**config.mk**
```make
export PLATFORM = sky130hd
export DESIGN_NAME = twenty_bit_logic_sequencer
export DESIGN_NICKNAME = d
export VERILOG_FILES = /design/src/rtl/twenty_bit_logic_sequencer_pkg.sv /design/src/rtl/twenty_bit_logic_sequencer_slice.sv /design/src/rtl/twenty_bit_logic_sequencer.sv
export SDC_FILE = /design/constraint.sdc
export NUM_CORES = 1
export LEC_CHECK = 0
export CORE_MARGIN = 2
export CORE_UTILIZATION = 45
export DETAILED_ROUTE_END_ITERATION = 10
export PLACE_DENSITY = 0.78
export SLEW_MARGIN = 20
export SYNTH_ARGS = -nofsm -noshare
export SYNTH_HDL_FRONTEND = slang
export SYNTH_SLANG_ARGS = --single-unit
```
**constraint.sdc**
```tcl
create_clock -name clk -period 2.81 [get_ports clk]
set_clock_uncertainty 0.05 [all_clocks]
set_input_delay 0.4215 -clock clk [delete_from_list [all_inputs] [get_ports clk]]
set_output_delay 0.4215 -clock clk [all_outputs]
set_load 0.01 [all_outputs]
```
**src/rtl/twenty_bit_logic_sequencer_pkg.sv**
```systemverilog
// Package for the 20-bit logic sequencer.
// Contents:
//   - Default datapath width and chunk size.
//   - Opcode enum op_e: 00 OR, 01 AND, 10 XOR, 11 NOR.
//   - FSM state enum state_e: IDLE, BUSY, DONE.
//   - apply_op: bitwise operation on one 32-bit-or-narrower slice.
// The enums replace the opcode/state localparams of the former shared
// logic_ops.vh header, with the same 2-bit encodings.
package twenty_bit_logic_sequencer_pkg;

  localparam int unsigned DEF_WIDTH = 20;
  localparam int unsigned DEF_CHUNK = 5;

  typedef enum logic [1:0] {
    OP_OR  = 2'b00,
    OP_AND = 2'b01,
    OP_XOR = 2'b10,
    OP_NOR = 2'b11
  } op_e;

  typedef enum logic [1:0] {
    S_IDLE = 2'b00,
    S_BUSY = 2'b01,
    S_DONE = 2'b10
  } state_e;

  // Operates on a 32-bit container; callers use the low bits they need.
  function automatic logic [31:0] apply_op(input op_e op,
                                           input logic [31:0] x,
                                           input logic [31:0] y);
    logic [31:0] r;
    r = '0;
    unique case (op)
      OP_OR:  r = x | y;
      OP_AND: r = x & y;
      OP_XOR: r = x ^ y;
      OP_NOR: r = ~(x | y);
      default: r = '0;
    endcase
    return r;
  endfunction

endpackage

```
**src/rtl/twenty_bit_logic_sequencer_slice.sv**
```systemverilog
// chunk_logic_slice: purely combinational bitwise operation on one
// CHUNK-wide slice of the operands.
// Ports:
//   op  in   2      operation select (op_e)
//   a   in   CHUNK  operand A slice
//   b   in   CHUNK  operand B slice
//   y   out  CHUNK  result slice
module chunk_logic_slice
  import twenty_bit_logic_sequencer_pkg::*;
#(
  parameter int unsigned CHUNK = DEF_CHUNK
) (
  input  op_e              op,
  input  logic [CHUNK-1:0] a,
  input  logic [CHUNK-1:0] b,
  output logic [CHUNK-1:0] y
);

  always_comb begin
    y = '0;
    unique case (op)
      OP_OR:  y = a | b;
      OP_AND: y = a & b;
      OP_XOR: y = a ^ b;
      OP_NOR: y = ~(a | b);
      default: y = '0;
    endcase
  end

endmodule

```
**src/rtl/twenty_bit_logic_sequencer.sv**
```systemverilog
// twenty_bit_logic_sequencer: multi-cycle bitwise logic unit. Accepts an
// operand pair and opcode over a valid/ready request channel, processes
// CHUNK bits per clock (LSB chunk first) through one shared slice, and
// returns the WIDTH-bit result over a valid/ready response channel.
// Ports:
//   clk        in   1      rising-edge clock
//   rst_n      in   1      asynchronous active-low reset
//   in_valid   in   1      request valid
//   in_ready   out  1      request accepted when in_valid && in_ready
//   op         in   2      00 OR, 01 AND, 10 XOR, 11 NOR
//   a, b       in   WIDTH  operands
//   out_valid  out  1      result valid
//   out_ready  in   1      downstream accepts result
//   result     out  WIDTH  computed result
//   zero       out  1      result == 0, valid with out_valid
//   parity     out  1      ^result, valid with out_valid
//                          (only when LOGIC_SEQ_PARITY_EN is defined)
// Configuration macro: LOGIC_SEQ_PARITY_EN
module twenty_bit_logic_sequencer
  import twenty_bit_logic_sequencer_pkg::*;
#(
  parameter int unsigned WIDTH = DEF_WIDTH,
  parameter int unsigned CHUNK = DEF_CHUNK
) (
  input  logic             clk,
  input  logic             rst_n,
  input  logic             in_valid,
  output logic             in_ready,
  input  logic [1:0]       op,
  input  logic [WIDTH-1:0] a,
  input  logic [WIDTH-1:0] b,
  output logic             out_valid,
  input  logic             out_ready,
  output logic [WIDTH-1:0] result,
`ifdef LOGIC_SEQ_PARITY_EN
  output logic             parity,
`endif
  output logic             zero
);

  localparam int unsigned NCHUNK = WIDTH / CHUNK;
  localparam int unsigned CW     = (NCHUNK > 1) ? $clog2(NCHUNK) : 1;

  if ((CHUNK == 0) || ((WIDTH % CHUNK) != 0)) begin : g_bad_chunk
    $error("twenty_bit_logic_sequencer: WIDTH must be a multiple of CHUNK");
  end

  state_e           state;
  logic [CW-1:0]    k;
  logic [WIDTH-1:0] a_lat;
  logic [WIDTH-1:0] b_lat;
  op_e              op_lat;

  logic [CHUNK-1:0] slice_a;
  logic [CHUNK-1:0] slice_b;
  logic [CHUNK-1:0] slice_y;
  logic [WIDTH-1:0] res_next;
  logic             last_chunk;

  assign slice_a    = a_lat[k*CHUNK +: CHUNK];
  assign slice_b    = b_lat[k*CHUNK +: CHUNK];
  assign last_chunk = (k == CW'(NCHUNK - 1));

  chunk_logic_slice #(
    .CHUNK (CHUNK)
  ) u_slice (
    .op (op_lat),
    .a  (slice_a),
    .b  (slice_b),
    .y  (slice_y)
  );

  // Result with the current chunk merged in; zero/parity on the final
  // BUSY cycle are taken from this so they see the complete result.
  always_comb begin
    res_next                     = result;
    res_next[k*CHUNK +: CHUNK]   = slice_y;
  end

  always_ff @(posedge clk or negedge rst_n) begin
    if (!rst_n) begin
      state     <= S_IDLE;
      in_ready  <= 1'b1;
      out_valid <= 1'b0;
      result    <= '0;
      zero      <= 1'b0;
      k         <= '0;
      a_lat     <= '0;
      b_lat     <= '0;
      op_lat    <= OP_OR;
`ifdef LOGIC_SEQ_PARITY_EN
      parity    <= 1'b0;
`endif
    end else begin
      unique case (state)
        S_IDLE: begin
          if (in_valid && in_ready) begin
            a_lat    <= a;
            b_lat    <= b;
            op_lat   <= op_e'(op);
            k        <= '0;
            in_ready <= 1'b0;
            state    <= S_BUSY;
          end
        end
        S_BUSY: begin
          result <= res_next;
          if (last_chunk) begin
            k         <= '0;
            out_valid <= 1'b1;
            zero      <= (res_next == '0);
`ifdef LOGIC_SEQ_PARITY_EN
            parity    <= ^res_next;
`endif
            state     <= S_DONE;
          end else begin
            k <= k + CW'(1);
          end
        end
        S_DONE: begin
          if (out_ready) begin
            out_valid <= 1'b0;
            zero      <= 1'b0;
`ifdef LOGIC_SEQ_PARITY_EN
            parity    <= 1'b0;
`endif
            in_ready  <= 1'b1;
            state     <= S_IDLE;
          end
        end
        default: begin
          out_valid <= 1'b0;
          zero      <= 1'b0;
          in_ready  <= 1'b1;
          state     <= S_IDLE;
        end
      endcase
    end
  end

endmodule

```
# Word level (Yosys, flattened, before mapping)
# Index checks and enable logic that the tools add are counted.
dict set report classes {
  n_addsub 2
  multipliers 1
  n_eq_ne 9
  n_shift 4
  muxes 17
  bitwise 6
  reduce_logical 10
}
# operator n
set ops {}
lappend ops {{20-bit by 6-bit indexed part select with 5-bit output} 2}
lappend ops {{5-bit negator with 34-bit output} 1}
lappend ops {{5-bit by 34-bit variable shift with 20-bit output, first input constant} 1}
lappend ops {{5-bit by 34-bit indexed part select with 20-bit output} 1}
lappend ops {{20-bit bitwise mux} 1}
lappend ops {{20-bit zero test} 1}
lappend ops {{5-bit case mux with 4 select lines} 1}
lappend ops {{2-bit two-way mux} 5}
lappend ops {{1-bit case mux with 3 select lines} 3}
lappend ops {{3-bit AND reduction} 3}
lappend ops {{2-bit equality test, second input constant} 4}
lappend ops {{2-bit inequality test, second input constant} 3}
lappend ops {{2-bit case mux with 3 select lines} 1}
lappend ops {{5-bit bitwise AND} 1}
lappend ops {{2-bit by 3-bit multiplier with 5-bit output, second input constant} 1}
lappend ops {{1-bit two-way mux} 5}
lappend ops {{5-bit NOT} 1}
lappend ops {{5-bit OR} 1}
lappend ops {{5-bit XOR} 1}
lappend ops {{2-bit by 1-bit equality test with 1-bit output, second input constant} 2}
lappend ops {{2-bit zero test} 2}
lappend ops {{2-bit case mux with 2 select lines} 1}
lappend ops {{2-bit AND reduction} 2}
lappend ops {{2-bit by 1-bit adder with 2-bit output, second input constant} 1}
lappend ops {{other kinds (3)} 4}
dict set report word_totals {
  register_bits 69
  inputBits 46
  output_inout_bits 23
  word_cells 58
}

# Logic depth before layout (Yosys ltp)
# Gate-level depths: netlist (run 1).
dict set report depth {
  depth_word 10
  mapped_depth 10
  ltp_nobuf 8
}

# By module
# A second synthesis (run 1) with hierarchy kept.
dict set report hier_totals {
  hier_cells 289
  area_unflattened_um2 3575.9
}
# module n_inst cells_per_inst area_per_inst_um2 seq_area_each_um2
set by_module_without_submodules {}
lappend by_module_without_submodules {twenty_bit_logic_sequencer 1 239 3211.8 1727.9}
lappend by_module_without_submodules {chunk_logic_slice 1 50 364.1 0.0}

# Worst setup path before layout (run 1)
# Ideal clock, no wire load.
dict set report synth_timing {
  path_type {reg-to-reg}
  startpoint {register k[0]}
  endpoint {register zero}
  setup_ns 0.103
  arrival_ns 2.571
  required_time_ns 2.657
  setup_slack_ns 0.085
  path_stages_with_launch 10
  n_path_buf 2
  period_less_slack_ns 2.725
  cell_sequence {dfrtp_1 > buf_2 > buf_2 > mux4_2 > inv_1 > ha_1 > mux2_4 > a21oi_4 > a41oi_2 > o41ai_2}
}
dict set report synth_between {
  elab_chain_len 10
  elab_cells_between_ends 18
  cone_classes {add/sub (1); mul (1); eq/ne (2); shift (4); mux (4); bitwise (4); reduce/logical (2)}
}
# item line
set synth_lines {}
lappend synth_lines {{start, declared} twenty_bit_logic_sequencer.sv:49} ;# logic [CW-1:0] k;
lappend synth_lines {{start signal, assigned} twenty_bit_logic_sequencer.sv:117} ;# k <= k + CW'(1);
lappend synth_lines {{2-bit by 3-bit multiplier with 5-bit output} {twenty_bit_logic_sequencer.sv:60, twenty_bit_logic_sequencer.sv:61, twenty_bit_logic_sequencer.sv:77}}
lappend synth_lines {{20-bit by 6-bit indexed part select with 5-bit output, on equally long branches} {twenty_bit_logic_sequencer.sv:60, twenty_bit_logic_sequencer.sv:61}}
lappend synth_lines {{5-bit OR} {twenty_bit_logic_sequencer_slice.sv:22, twenty_bit_logic_sequencer_slice.sv:25}}
lappend synth_lines {{5-bit NOT} twenty_bit_logic_sequencer_slice.sv:25} ;# OP_NOR: y = ~(a | b);
lappend synth_lines {{5-bit case mux with 4 select lines} twenty_bit_logic_sequencer_slice.sv:21} ;# unique case (op)
lappend synth_lines {{5-bit by 34-bit indexed part select with 20-bit output} twenty_bit_logic_sequencer.sv:77} ;# res_next[k*CHUNK +: CHUNK] = slice_y;
lappend synth_lines {{20-bit bitwise mux} twenty_bit_logic_sequencer.sv:77}
lappend synth_lines {{20-bit zero test} twenty_bit_logic_sequencer.sv:111} ;# zero <= (res_next == '0);
lappend synth_lines {{1-bit two-way mux} twenty_bit_logic_sequencer.sv:108} ;# if (last_chunk) begin
lappend synth_lines {{1-bit case mux with 3 select lines} twenty_bit_logic_sequencer.sv:95} ;# unique case (state)
lappend synth_lines {{end signal, assigned} twenty_bit_logic_sequencer.sv:111}
lappend synth_lines {{end, declared} twenty_bit_logic_sequencer.sv:38} ;# output logic zero
# Several ways; a longest one is shown, not always the timed one. The select of a mux whose other input is x is not followed.
# A chain may end at the register's enable or synchronous reset.

# Worst setup path in the final report (run 1)
# Ends and elaborated chain as after synthesis.

==> summary.txt, run 1 <==
Synth cell types = 36
Clock-pin slew on the worst setup and hold paths = 0.07 ns
Port bufs = 68
CTS tree = yes
CP endpoint kind = flop
Row count = 32
Post-CTS Setup Repair Bufs = 0
Layout Area Growth over Synthesis = 28.27%
Cts hold-fix bufs = 0
Fin. Hold Viols = 0
Slew Limit Fails = 0
Synth cell count leaders = dfrtp_1 (68), mux2_2 (36), nand2_1 (31)
Syn Inst Count = 280
Global-route wire length before repair = 11.81 mm
WL met2 = 3.342 mm
Drt first-iter violations = 95
Main synth FF type = dfrtp_1
Die Ht = 91.87 microns
Syn_nets = 342
# nets final = 416
Finished Cell Area = 4457 sq um
Total CTS buffers = 9
Final Core Density = 0.5859
Vias = 2415
DRC Markers = 0
DR top layer = met4
Vias in the first global route = 2489
N_diodes = 0
Placed cell areas = 4279 sq um
Chip Width = 91.87 microns
RSZ-0062 raised after global routing = no
Worst setup SP type = flop
Tcrit/Tclk final = 0.9189
Ys Warns = 0
Fraction of registers with async set/reset = 1.000
Crit-path max FO = 10
Final setup TNS = 0 ns
Gr ovfl total = 0
Max Cap Viol = 0
Pwr Density = 1129 nW/um^2
Overall Global Routing Usage = 0.1809
Post-route minimum period = 2.582 ns
Yosys reg bits = 69
Slew of the pin with the lowest slew margin = 0.7765 ns
Fill cells = 640
Highest clock rate = 387.3 MHz
Leak pwr = 1.912 nW
Slew HR = 0.4823
Mapped Area = 3475 sq um
Status = finished, final reports clean
Met1 Wirelength = 3.248 mm
Layout cells sized above 1 = 0.2340
Routed Antenna Nets = 0
Drt total wl = 7.065 mm
Largest cells by area after synthesis = dfrtp_1 (49%), mux2_2 (12%), mux4_2 (6.5%)
Initial antenna violation count = 0
Worst EP arrival = 2.78 ns
Post-synth top area cell = dfrtp_1
Dpl cells = 445
DP HPWL = 5.342 mm
Finished Layout Cells = 461
Via-per-instance ratio = 5.239
FF-to-FF path depth = 8
Resize count post-CTS = 0
Clock sinks = 69
Core Area = 7607 sq um
H-tree depth = 3
Register area share after synthesis = 0.4973
TritonRoute pass-1 iters = 4
Count leader, synth = dfrtp_1
WP data required = 3.01 ns
Top cell type's share of synthesized area = 0.4897
GPL Wtd Cong = 0.8518
Final Power = 0.005033 W
Largest net degree at the start of global routing = 46
Post-synth EDFFs = 0
Mapped Avg Cell Area = 12.41 sq um
Worst skew pair latency = 0.34 ns
CP Class = flop to flop
Final setup vio count = 0
Die ar. = 8440 sq um
Initial Util = 0.4567
Min-delay worst type = input pin to asynchronous set/reset pin
WL per Instance = 15.33 microns
CTS max path bufs = 2
Peak supply drop = 0.0004488 V
CTS Root Cell = clkbuf_8
Io pins = 69
Met3 WL = 310 microns
## per-layer routing
layer,vias to the layer above,global-route usage
li1,1134,-
met1,1193,0.2369
met2,73,0.2898
met3,15,0.03451
met4,0,0.08955
met5,-,0
## stage by stage
step,hold WS (ns),setup WS (ns)
after floorplan,0.07591,0.08547
after global placement,0.4159,0.3096
after detailed placement,0.4213,0.2192
after CTS,0.1090,0.2013
after global routing,0.1607,0.08191
final,0.1051,0.2278
## area by class of cell
cell class	count	area (sq um)	area share
Timing Repair Buffer	75	753.2	0.1690
Inverter	12	45.04	0.01011
Sequential cell	69	1728	0.3877
Multi-Input combinational cell	187	1625	0.3647
Clock inverter	4	22.52	0.005053
Clock buffer	12	155.1	0.03481
Tap cell	102	127.6	0.02864
## placed cells by master, fill, tap and decap left out, drive strengths merged, types with 5 or more instances in the layout
cell,instances
a21oi,13
buf,8
clkbuf,12
clkdlybuf4s50,67
dfrtp,68
ha,16
inv,12
mux2,46
mux4,10
nand2,31
nor2,9
nor2b,5
nor3,10
o21ai,24
## report_power, final
part	total (W)	switching, W	internal (W)	leakage (nW)
clock network	0.000729	0.000365	0.000364	0.0921
logic	0.00252	0.00117	0.00135	0.941
registers	0.00178	0.000360	0.00142	0.879
total	0.00503	0.00189	0.00314	1.91
## critical path: stages (launching register included)
cell	delay (ns)
dfrtp_1	0.43
buf_12	0.17
mux4_2	0.52
inv_1	0.07
ha_1	0.23
mux2_4	0.29
a21oi_4	0.24
a41oi_2	0.15
o41ai_2	0.33
## state kept, by name, summed over array words and instances (netlist names)
name and cells:
b_lat 20, op_lat 2, in_ready 1, state 2, k 2, out_valid 1, zero 1, result 20
a_lat 20
## worst paths after layout
path | end | from | slack (ns)
max | zero | k[0] | 0.23
min | zero | rst_n | 0.11
max reg2reg | zero | k[0] | 0.23
min reg2reg | a_lat[2] | a_lat[2] | 0.44
max in group asynchronous | a_lat[10] | rst_n | 1.84
min in group clk | a_lat[2] | a_lat[2] | 0.44
## cell families after synthesis
family	Yosys count	synth area share
muxes	58	0.2240
and+or+nand+nor	68	0.09507
buffers and inverters	24	0.03637
DFF	69	0.4973
AOI/OAI and AO/OA	45	0.08967
adders and majority gates	16	0.05762
Note: power is estimated with default switching activity, not from simulation.
==> run 2: changes to the inputs <==
Settings changed: PLACE_DENSITY 0.78 to 0.75.
Clock period 2.81 ns to 2.75 ns, I/O delays scaled along.
==> summary.txt, run 2 (synthesis results as in run 1) <==
WL per Instance = 14.93 microns (-2.6%)
CP delay by family, top = multiplexers
Overall Global Routing Usage = 0.1722 (-0.008704)
Drt first-iter violations = 105 (+11%)
Port bufs = 68 (unchanged)
Post-route minimum period = 2.564 ns (-0.01845 ns)
Fin. Hold Viols = 0 (unchanged)
Worst EP arrival = 2.76 ns (-0.02 ns)
Final worst slack = 0.1863 ns (-0.04155 ns)
Clock sinks = 69 (unchanged)
Initial antenna violation count = 0 (unchanged)
Layout Area Growth over Synthesis = 28.92%
Highest clock rate = 390.1 MHz (+0.72%)
Gr ovfl total = 0 (unchanged)
Slew HR = 0.5725 (+0.09020)
Final setup vio count = 0 (unchanged)
TritonRoute pass-1 iters = 4 (unchanged)
Finished Layout Cells = 459 (-0.43%)
Layout cells sized above 1 = 0.2269 (-0.007093)
Max Cap Viol = 0 (unchanged)
WP data required = 2.94 ns (-0.07 ns)
Resize count post-CTS = 0 (unchanged)
Total CTS buffers = 9 (unchanged)
Drt total wl = 6.852 mm (-3.0%)
Final setup TNS = 0 ns (unchanged)
Pwr Density = 1161 nW/um^2 (+2.8%)
Routed Antenna Nets = 0 (unchanged)
Tcrit/Tclk final = 0.9323 (+0.01334)
RSZ-0062 raised after global routing = no
Row count = 32 (unchanged)
Via-per-instance ratio = 5.159 (-1.5%)
Post-CTS Setup Repair Bufs = 0 (unchanged)
DP HPWL = 5.144 mm (-3.7%)
Crit-path cells = buf_12 -> mux4_2 -> inv_1 -> ha_1 -> mux2_4 -> a21oi_4 -> a41oi_2 -> o41ai_2
Vias in the first global route = 2399 (-3.6%)
Slew of the pin with the lowest slew margin = 0.6412 ns (-0.1353 ns)
Leak pwr = 1.918 nW (+0.33%)
Slew Limit Fails = 0 (unchanged)
Most frequent cells in the layout = dfrtp_1 (68), clkdlybuf4s50_1 (67), mux2_2 (36), nand2_1 (31), o21ai_0 (23)
Largest net degree at the start of global routing = 46 (unchanged)
Hold WS = 0.03565 ns (-0.06942 ns)
CP max-delay cell = mux4_2
Crit-path max FO = 20 (+10)
CP endpoint kind = flop
CTS max path bufs = 2 (unchanged)
N_diodes = 0 (unchanged)
Clock-pin slew on the worst setup and hold paths = 0.07 ns (about the same)
Die ar. = 8440 sq um (unchanged)
GPL Wtd Cong = 0.8337 (-2.1%)
Commonest non-fill, non-tap cell in the layout = dfrtp_1
Worst skew pair latency = 0.34 ns (about the same)
Global-route wire length before repair = 11.40 mm (-3.4%)
DP Worst Slack = 0.1969 ns (-0.02221 ns)
Largest regs = a_lat: 20 flops, b_lat: 20 flops, result: 20 flops
Min-delay worst type = input pin to asynchronous set/reset pin
CTS tree = yes
Fill cells = 618 (-3.4%)
Vias = 2368 (-1.9%)
WP buf/inv = 2 (unchanged)
H-tree depth = 3 (unchanged)
Cts hold-fix bufs = 0 (unchanged)
Core Area = 7607 sq um (unchanged)
Chip Width = 91.87 microns (unchanged)
Worst setup SP type = flop
Slowest Stage Delay on Critical Path = 0.54 ns (+0.02 ns)
Die Ht = 91.87 microns (unchanged)
Dpl cells = 443 (-0.45%)
CTS Root Cell = clkbuf_8
CP Class = flop to flop
Status = finished, final reports clean
Peak supply drop = 0.0005389 V (+20%)
Initial Util = 0.4567 (unchanged)
# nets final = 414 (-0.48%)
DRC Markers = 0 (unchanged)
Io pins = 69 (unchanged)
## run 2: cell types whose count changed in the layout (fill, tap and decap cells not counted), sizes merged
cell	delta
clkbuf	+1
clkinv	-1
buf	-2
bufinv	+1
clkinvlp	-1
## run 2: final timing paths
path	slack, ns	start	end	cells past startpoint
max	0.19	k[0]	zero	8
min	0.04	rst_n	result[11]	1
max reg2reg	0.19	k[0]	zero	8
min reg2reg	0.44	a_lat[2]	a_lat[2]	1
max in group asynchronous	1.97	rst_n	a_lat[0]	2
min in group clk	0.44	a_lat[2]	a_lat[2]	1
## run 2: final cells by class
type / count / area, sq um / area share
Sequential cell: 69 / 1728 / 0.3858
Multi-Input combinational cell: 187 / 1625 / 0.3628
Timing Repair Buffer: 73 / 750.7 / 0.1676
Clock buffer: 13 / 158.9 / 0.03547
Tap cell: 102 / 127.6 / 0.02849
Inverter: 12 / 45.04 / 0.01006
Clock inverter: 3 / 43.79 / 0.009777
## run 2: power breakdown
group | internal (W) | switching (W)
Sequential | 0.00145 | 0.000358
Clock | 0.000469 | 0.000361
Combinational | 0.00138 | 0.00118
## run 2: per-stage QoR
stage	power [W]	area, sq um	util
2_1_floorplan	0.003634	3475	-
3_3_place_gp	0.004289	4277	0.5622
3_5_place_dp	0.004408	4277	0.5622
4_1_cts	0.005249	4479	0.5888
5_1_grt	0.005613	4479	0.5888
6_report	0.005203	4479	0.5888
## run 2: layer usage
layer  track usage  routed length [microns]  vias up
met3       0.04601                      423       10
met5             0                        0        -
met2        0.2794                     3293       78
li1              -                        -     1134
met4       0.06095                       78        0
met1        0.2239                     3056     1146
